File: src/rtl/mux8to1_rr_collector_if.sv
// Bundle of the eight valid/ready source channels and the merged, channel-tagged output stream.
interface mux8to1_rr_collector_if #(
    parameter int W = 8
);
    logic [7:0]     in_valid;
    logic [8*W-1:0] in_data;
    logic [7:0]     in_last;
    logic [7:0]     in_ready;
    logic           out_valid;
    logic [W-1:0]   out_data;
    logic [2:0]     out_sel;
    logic           out_last;
    logic           out_ready;

    // Collector side: consumes the channels, produces the merged stream.
    modport slave (
        input  in_valid, in_data, in_last, out_ready,
        output in_ready, out_valid, out_data, out_sel, out_last
    );

    // Environment side: sources plus downstream sink.
    modport master (
        output in_valid, in_data, in_last, out_ready,
        input  in_ready, out_valid, out_data, out_sel, out_last
    );
endinterface

File: src/rtl/mux8to1_rr_collector.sv
// 8-to-1 packet-granular round-robin collector with a registered output stage.
// Each output beat carries its source channel number so the stream can be split again.
module mux8to1_rr_collector #(
    parameter int W = 8
) (
    input  logic                       clk,
    input  logic                       rst_n,
    mux8to1_rr_collector_if.slave      bus
);
    typedef enum logic {ARB, HOLD} state_t;

    state_t       state_reg, state_next;
    logic [2:0]   rr_ptr_reg, rr_ptr_next;
    logic [2:0]   lock_ch_reg, lock_ch_next;

    logic         out_valid_reg;
    logic [W-1:0] out_data_reg;
    logic [2:0]   out_sel_reg;
    logic         out_last_reg;

    logic         load;
    logic         found;
    logic [2:0]   grant;
    logic [2:0]   idx;
    logic [2:0]   sel_ch;
    logic         xfer;
    logic [7:0]   ready_vec;
    logic [W-1:0] ch_data [8];

    genvar gi;
    generate
        for (gi = 0; gi < 8; gi++) begin : g_unpack
            assign ch_data[gi] = bus.in_data[gi*W +: W];
        end
    endgenerate

    assign load = !out_valid_reg || bus.out_ready;

    // First valid channel at or after rr_ptr, wrapping 7 -> 0.
    always_comb begin
        found = 1'b0;
        grant = 3'd0;
        idx   = 3'd0;
        for (int k = 0; k < 8; k++) begin
            idx = rr_ptr_reg + 3'(k);
            if (!found && bus.in_valid[idx]) begin
                found = 1'b1;
                grant = idx;
            end
        end
    end

    always_comb begin
        state_next   = state_reg;
        rr_ptr_next  = rr_ptr_reg;
        lock_ch_next = lock_ch_reg;
        ready_vec    = 8'd0;
        xfer         = 1'b0;
        sel_ch       = lock_ch_reg;
        case (state_reg)
            ARB: begin
                if (load && found) begin
                    xfer             = 1'b1;
                    sel_ch           = grant;
                    ready_vec[grant] = 1'b1;
                    if (bus.in_last[grant]) begin
                        rr_ptr_next = grant + 3'd1;
                    end else begin
                        lock_ch_next = grant;
                        state_next   = HOLD;
                    end
                end
            end
            HOLD: begin
                // Only the locked channel may advance until its packet ends.
                if (load && bus.in_valid[lock_ch_reg]) begin
                    xfer                   = 1'b1;
                    ready_vec[lock_ch_reg] = 1'b1;
                    if (bus.in_last[lock_ch_reg]) begin
                        rr_ptr_next = lock_ch_reg + 3'd1;
                        state_next  = ARB;
                    end
                end
            end
            default: state_next = ARB;
        endcase
    end

    // Sources see no accept while reset is asserted, even before any clock edge.
    assign bus.in_ready = rst_n ? ready_vec : 8'd0;

    always_ff @(posedge clk or negedge rst_n) begin
        if (!rst_n) begin
            state_reg   <= ARB;
            rr_ptr_reg  <= 3'd0;
            lock_ch_reg <= 3'd0;
        end else begin
            state_reg   <= state_next;
            rr_ptr_reg  <= rr_ptr_next;
            lock_ch_reg <= lock_ch_next;
        end
    end

    always_ff @(posedge clk or negedge rst_n) begin
        if (!rst_n) begin
            out_valid_reg <= 1'b0;
            out_data_reg  <= '0;
            out_sel_reg   <= 3'd0;
            out_last_reg  <= 1'b0;
        end else if (xfer) begin
            out_valid_reg <= 1'b1;
            out_data_reg  <= ch_data[sel_ch];
            out_sel_reg   <= sel_ch;
            out_last_reg  <= bus.in_last[sel_ch];
        end else if (bus.out_ready) begin
            out_valid_reg <= 1'b0;
        end
    end

    assign bus.out_valid = out_valid_reg;
    assign bus.out_data  = out_data_reg;
    assign bus.out_sel   = out_sel_reg;
    assign bus.out_last  = out_last_reg;
endmodule

File: src/flat_wrapper.sv
// flat-port wrapper written by rule: the top's interface ports become plain ports
module mux8to1_rr_collector_flat 
#(
    parameter int W = 8
)
  (clk, rst_n, bus_in_valid, bus_in_data, bus_in_last, bus_out_ready, bus_in_ready, bus_out_valid, bus_out_data, bus_out_sel, bus_out_last);
  mux8to1_rr_collector_if #(.W(W)) bus_i ();
  input  logic clk;
  input  logic rst_n;
  input wire logic [$bits(bus_i.in_valid)-1:0] bus_in_valid;
  input wire logic [$bits(bus_i.in_data)-1:0] bus_in_data;
  input wire logic [$bits(bus_i.in_last)-1:0] bus_in_last;
  input wire logic [$bits(bus_i.out_ready)-1:0] bus_out_ready;
  output wire logic [$bits(bus_i.in_ready)-1:0] bus_in_ready;
  output wire logic [$bits(bus_i.out_valid)-1:0] bus_out_valid;
  output wire logic [$bits(bus_i.out_data)-1:0] bus_out_data;
  output wire logic [$bits(bus_i.out_sel)-1:0] bus_out_sel;
  output wire logic [$bits(bus_i.out_last)-1:0] bus_out_last;
  assign bus_i.in_valid = bus_in_valid;
  assign bus_i.in_data = bus_in_data;
  assign bus_i.in_last = bus_in_last;
  assign bus_i.out_ready = bus_out_ready;
  assign bus_in_ready = bus_i.in_ready;
  assign bus_out_valid = bus_i.out_valid;
  assign bus_out_data = bus_i.out_data;
  assign bus_out_sel = bus_i.out_sel;
  assign bus_out_last = bus_i.out_last;
  mux8to1_rr_collector #(.W(W)) u_core (.clk(clk), .rst_n(rst_n), .bus(bus_i));
endmodule
File: config.mk
export PLATFORM = sky130hd
export DESIGN_NAME = mux8to1_rr_collector_flat
export DESIGN_NICKNAME = d
export VERILOG_FILES = /design/src/rtl/mux8to1_rr_collector_if.sv /design/src/rtl/mux8to1_rr_collector.sv /design/src/flat_wrapper.sv
export SDC_FILE = /design/constraint.sdc
export NUM_CORES = 1
export LEC_CHECK = 0
export ABC_CLOCK_PERIOD_IN_PS = 9000
export CAP_MARGIN = 20
export CORE_ASPECT_RATIO = 0.75
export CORE_UTILIZATION = 50
export CTS_CLUSTER_SIZE = 10
export DETAILED_ROUTE_END_ITERATION = 10
export PLACE_DENSITY = 0.84
export SYNTH_ARGS = -nofsm -noshare
export SYNTH_HDL_FRONTEND = slang
export SYNTH_SLANG_ARGS = --single-unit
File: constraint.sdc
create_clock -name clk -period 9 [get_ports clk]
set_input_delay 1.35 -clock clk [delete_from_list [all_inputs] [get_ports clk]]
set_output_delay 1.35 -clock clk [all_outputs]
set_load 0.005 [all_outputs]
==> qor.yml <==
outcome:
  status: "finished clean"
global_routing:
  grt_use_total: 0.3152
  grt_overflow: 0
  grt_pass1_vias: 2981
  antenna_found_initial: 0
  grt_max_degree: 29
  grt_pass1_wl_um: 15400
cells_and_area:
  n_antenna_cell: 0
  fin_nets: 508
  stdcell_count: 496
  drive_gt1_frac: 0.1164
  largest_reg_flops: 8
  areaGrowthSynthToFinish_pct: 37.59
worst_setup_path:
  critPathTopFamily: "compound AO/OA/AOI/OAI gates"
  cp_cell_sequence: "inv_2 -> ha_1 -> mux2i_1 -> mux4_2 -> a22o_2 -> and2_1 -> a311oi_4 -> nand2_1 -> o22ai_1 -> and2_1 -> clkdlybuf4s50_1"
  cp_common_cell: "and2_1"
  crit_type: "flop to output port"
  crit_buf_inv: 2
  required_ps: 7650
  crit_slowest_cell: "ha_1"
  cp-end-kind: "output port"
  cp_max_fo: 19
  rrSetupSlack_ps: 3620
  max_stage_delay_ps: 910
  arrival_ps: 5410
  start_kind: "flop"
floorplan:
  core-area_mm2: 0.005525
  die_h_um: 68.85
  initial_core_util: 0.5392
  die_area_mm2: 0.006274
  rows: 23
  pin_count: 104
  fp.dieW_um: 91.13
routing:
  vias: 3316
  antenna_left: 0
  wl_per_cell_um: 19.74
  routed_wl_um: 9789
  drc_errors: 0
  drt_iter0_drc: 491
  vias_per_cell: 6.685
  drtPass1Iterations: 5
timing:
  max_freq_mhz: 147.9
  fin_ws_ps: 2237
  timing.final.crit_share: 0.7514
  rsz0062_at_grt: "no"
  finalCriticalPeriod_ps: 6763
  hold_viol: 0
  max_slew_margin: 0.2758
  setup_tns_ps: 0
  setup_viol: 0
  hold_ws_ps: 498.1
  skew_ps: 1.301
  worst_pin_slew_ps: 1086
  drv_slew: 0
placed_design:
  pre_cts_ws_ps: 2621
  dp_hpwl_um: 7583
  dp.cells: 491
  io_buffers: 103
  gp_congestion: 0.9846
logic_synthesis:
  synth-async-reset-ratio: 1.000
  syn_inst: 334
  synth_seq_cells: 20
  synth_top_area_frac: 0.1680
  synthFlopType: "dfrtp_1"
  synth_area_leader_cell: "dfrtp_1"
  ys_top_cells_by_area: "dfrtp_1 17%, mux4_2 15%, mux2i_1 11%"
  syn_avg_cell_area_um2: 8.919
  mappedNetlistNets: 420
  synth.distinct_cells: 66
  yosysWarnings: 0
  ys_seq_area_frac: 0.1680
  synth_edf_count: 0
  netlist_area_mm2: 0.002979
clocking:
  cts_root_buf: "clkbuf_8"
  clock_latency_ps: 270
  postCtsResizedCells: 0
  post_cts_buffers: 0
  cts.sink_count: 20
  clk_pin_slew_worst_paths_ps: 80
  cts_tree: "yes"
  hold_buffers: 0
  cts_buffers: 3
  htreeDepth: 1
  cts_buffer_depth: 2
pwr:
  p_int_uw: 926.6
  swShare: 0.5101
  p_leak_nw: 1.586
  power_frac_clock: 0.049
  seqPwrFrac: 0.125
  p_switching_uw: 965.0
  p_comb_frac: 0.826
  powerDensity_mw_per_mm2: 461.5
  ir_drop_mv: 0.3067
hold_path:
  hold_path_class: "flop to flop"
flow_run:
  max_cap_viol_count: 0
-- per-layer routing --
layer	global-route usage	up-vias	share of wire
li1	-	1476	-
met3	0.08114	13	0.11
met5	0	-	0
met2	0.4811	225	0.45
met1	0.4611	1602	0.43
met4	0.04167	0	0.0056
-- power groups by stage --
stage	combinational, mW	clock (mW)	sequential (mW)
finish	1.56	0.0920	0.236
global placement	1.49	0	0.231
global route	1.69	0.0960	0.247
detailed placement	1.52	0	0.232
floorplan	1.22	0	0.171
CTS	1.53	0.0915	0.233
-- cell usage after synthesis (4+ instances only) --
master and n:
a21oi_1 14, a221o_1 9, a22oi_1 9, and2_1 11, buf_2 8, clkbuf_1 7
dfrtp_1 20, inv_1 13, mux2_1 8, mux2_2 8, mux2i_1 32, mux4_2 20
nand2_1 38, nand2b_1 4, nand3_1 7, nor2_1 23, o211ai_1 7, o21ai_0 6
o22ai_1 13, xnor2_1 4
-- layout by cell type, fill, tap and decap left out, drive strengths merged, types with 3 or more instances in the layout --
cell type and n:
a21oi 14, a221o 9, a221oi 3, a22oi 10, a31oi 3, and2 11
clkbuf 3, clkdlybuf4s50 103, dfrtp 20, ha 3, inv 14, mux2 16
mux2i 33, mux4 20, nand2 39, nand2b 4, nand3 8, nor2 24
nor2b 3, nor3 3, o211ai 7, o21ai 6, o221ai 3, o22ai 13
o311ai 3, o32ai 3, or2 4, xnor2 4
-- layout make-up --
class                           count  area (um^2)
Clock buffer                        3        41.29
Timing Repair Buffer              105         1066
Tap cell                           75        93.84
Inverter                           14        52.55
Clock inverter                      1        30.03
Sequential cell                    20        500.5
Fill cell                         407         1426
Multi-Input combinational cell    278         2315
-- worst paths after layout --
| path | to | depth (start not counted) | start |
|---|---|---|---|
| setup / recovery | bus_in_ready[2] | 11 | u_core.rr_ptr_reg[0] |
| hold / removal | u_core.bus.out_sel[2] | 1 | u_core.bus.out_sel[2] |
| setup reg to reg | u_core.rr_ptr_reg[1] | 13 | u_core.rr_ptr_reg[0] |
| hold reg to reg | u_core.bus.out_sel[2] | 1 | u_core.bus.out_sel[2] |
| max in group asynchronous | u_core.rr_ptr_reg[2] | 2 | rst_n |
| min in group asynchronous | u_core.bus.out_data[2] | 1 | rst_n |
-- cell families after synthesis --
family | after synthesis | share of synthesized area
simple gates | 107 | 0.1777
compound gates | 93 | 0.2428
mux | 69 | 0.3238
buf+inv | 36 | 0.05754
flops | 20 | 0.1680
xor+xnor | 6 | 0.01764
fa+ha+maj | 3 | 0.01260
-- metrics by stage --
stage / power (mW) / util / cell area, um^2
after floorplan: 1.386 / - / 2979
after detailed placement: 1.753 / 0.7240 / 4000
after global routing: 2.034 / 0.7418 / 4099
final: 1.892 / 0.7418 / 4099
after global placement: 1.719 / 0.7240 / 4000
after CTS: 1.852 / 0.7369 / 4071
No activity file was read; power rests on OpenSTA's default activity.
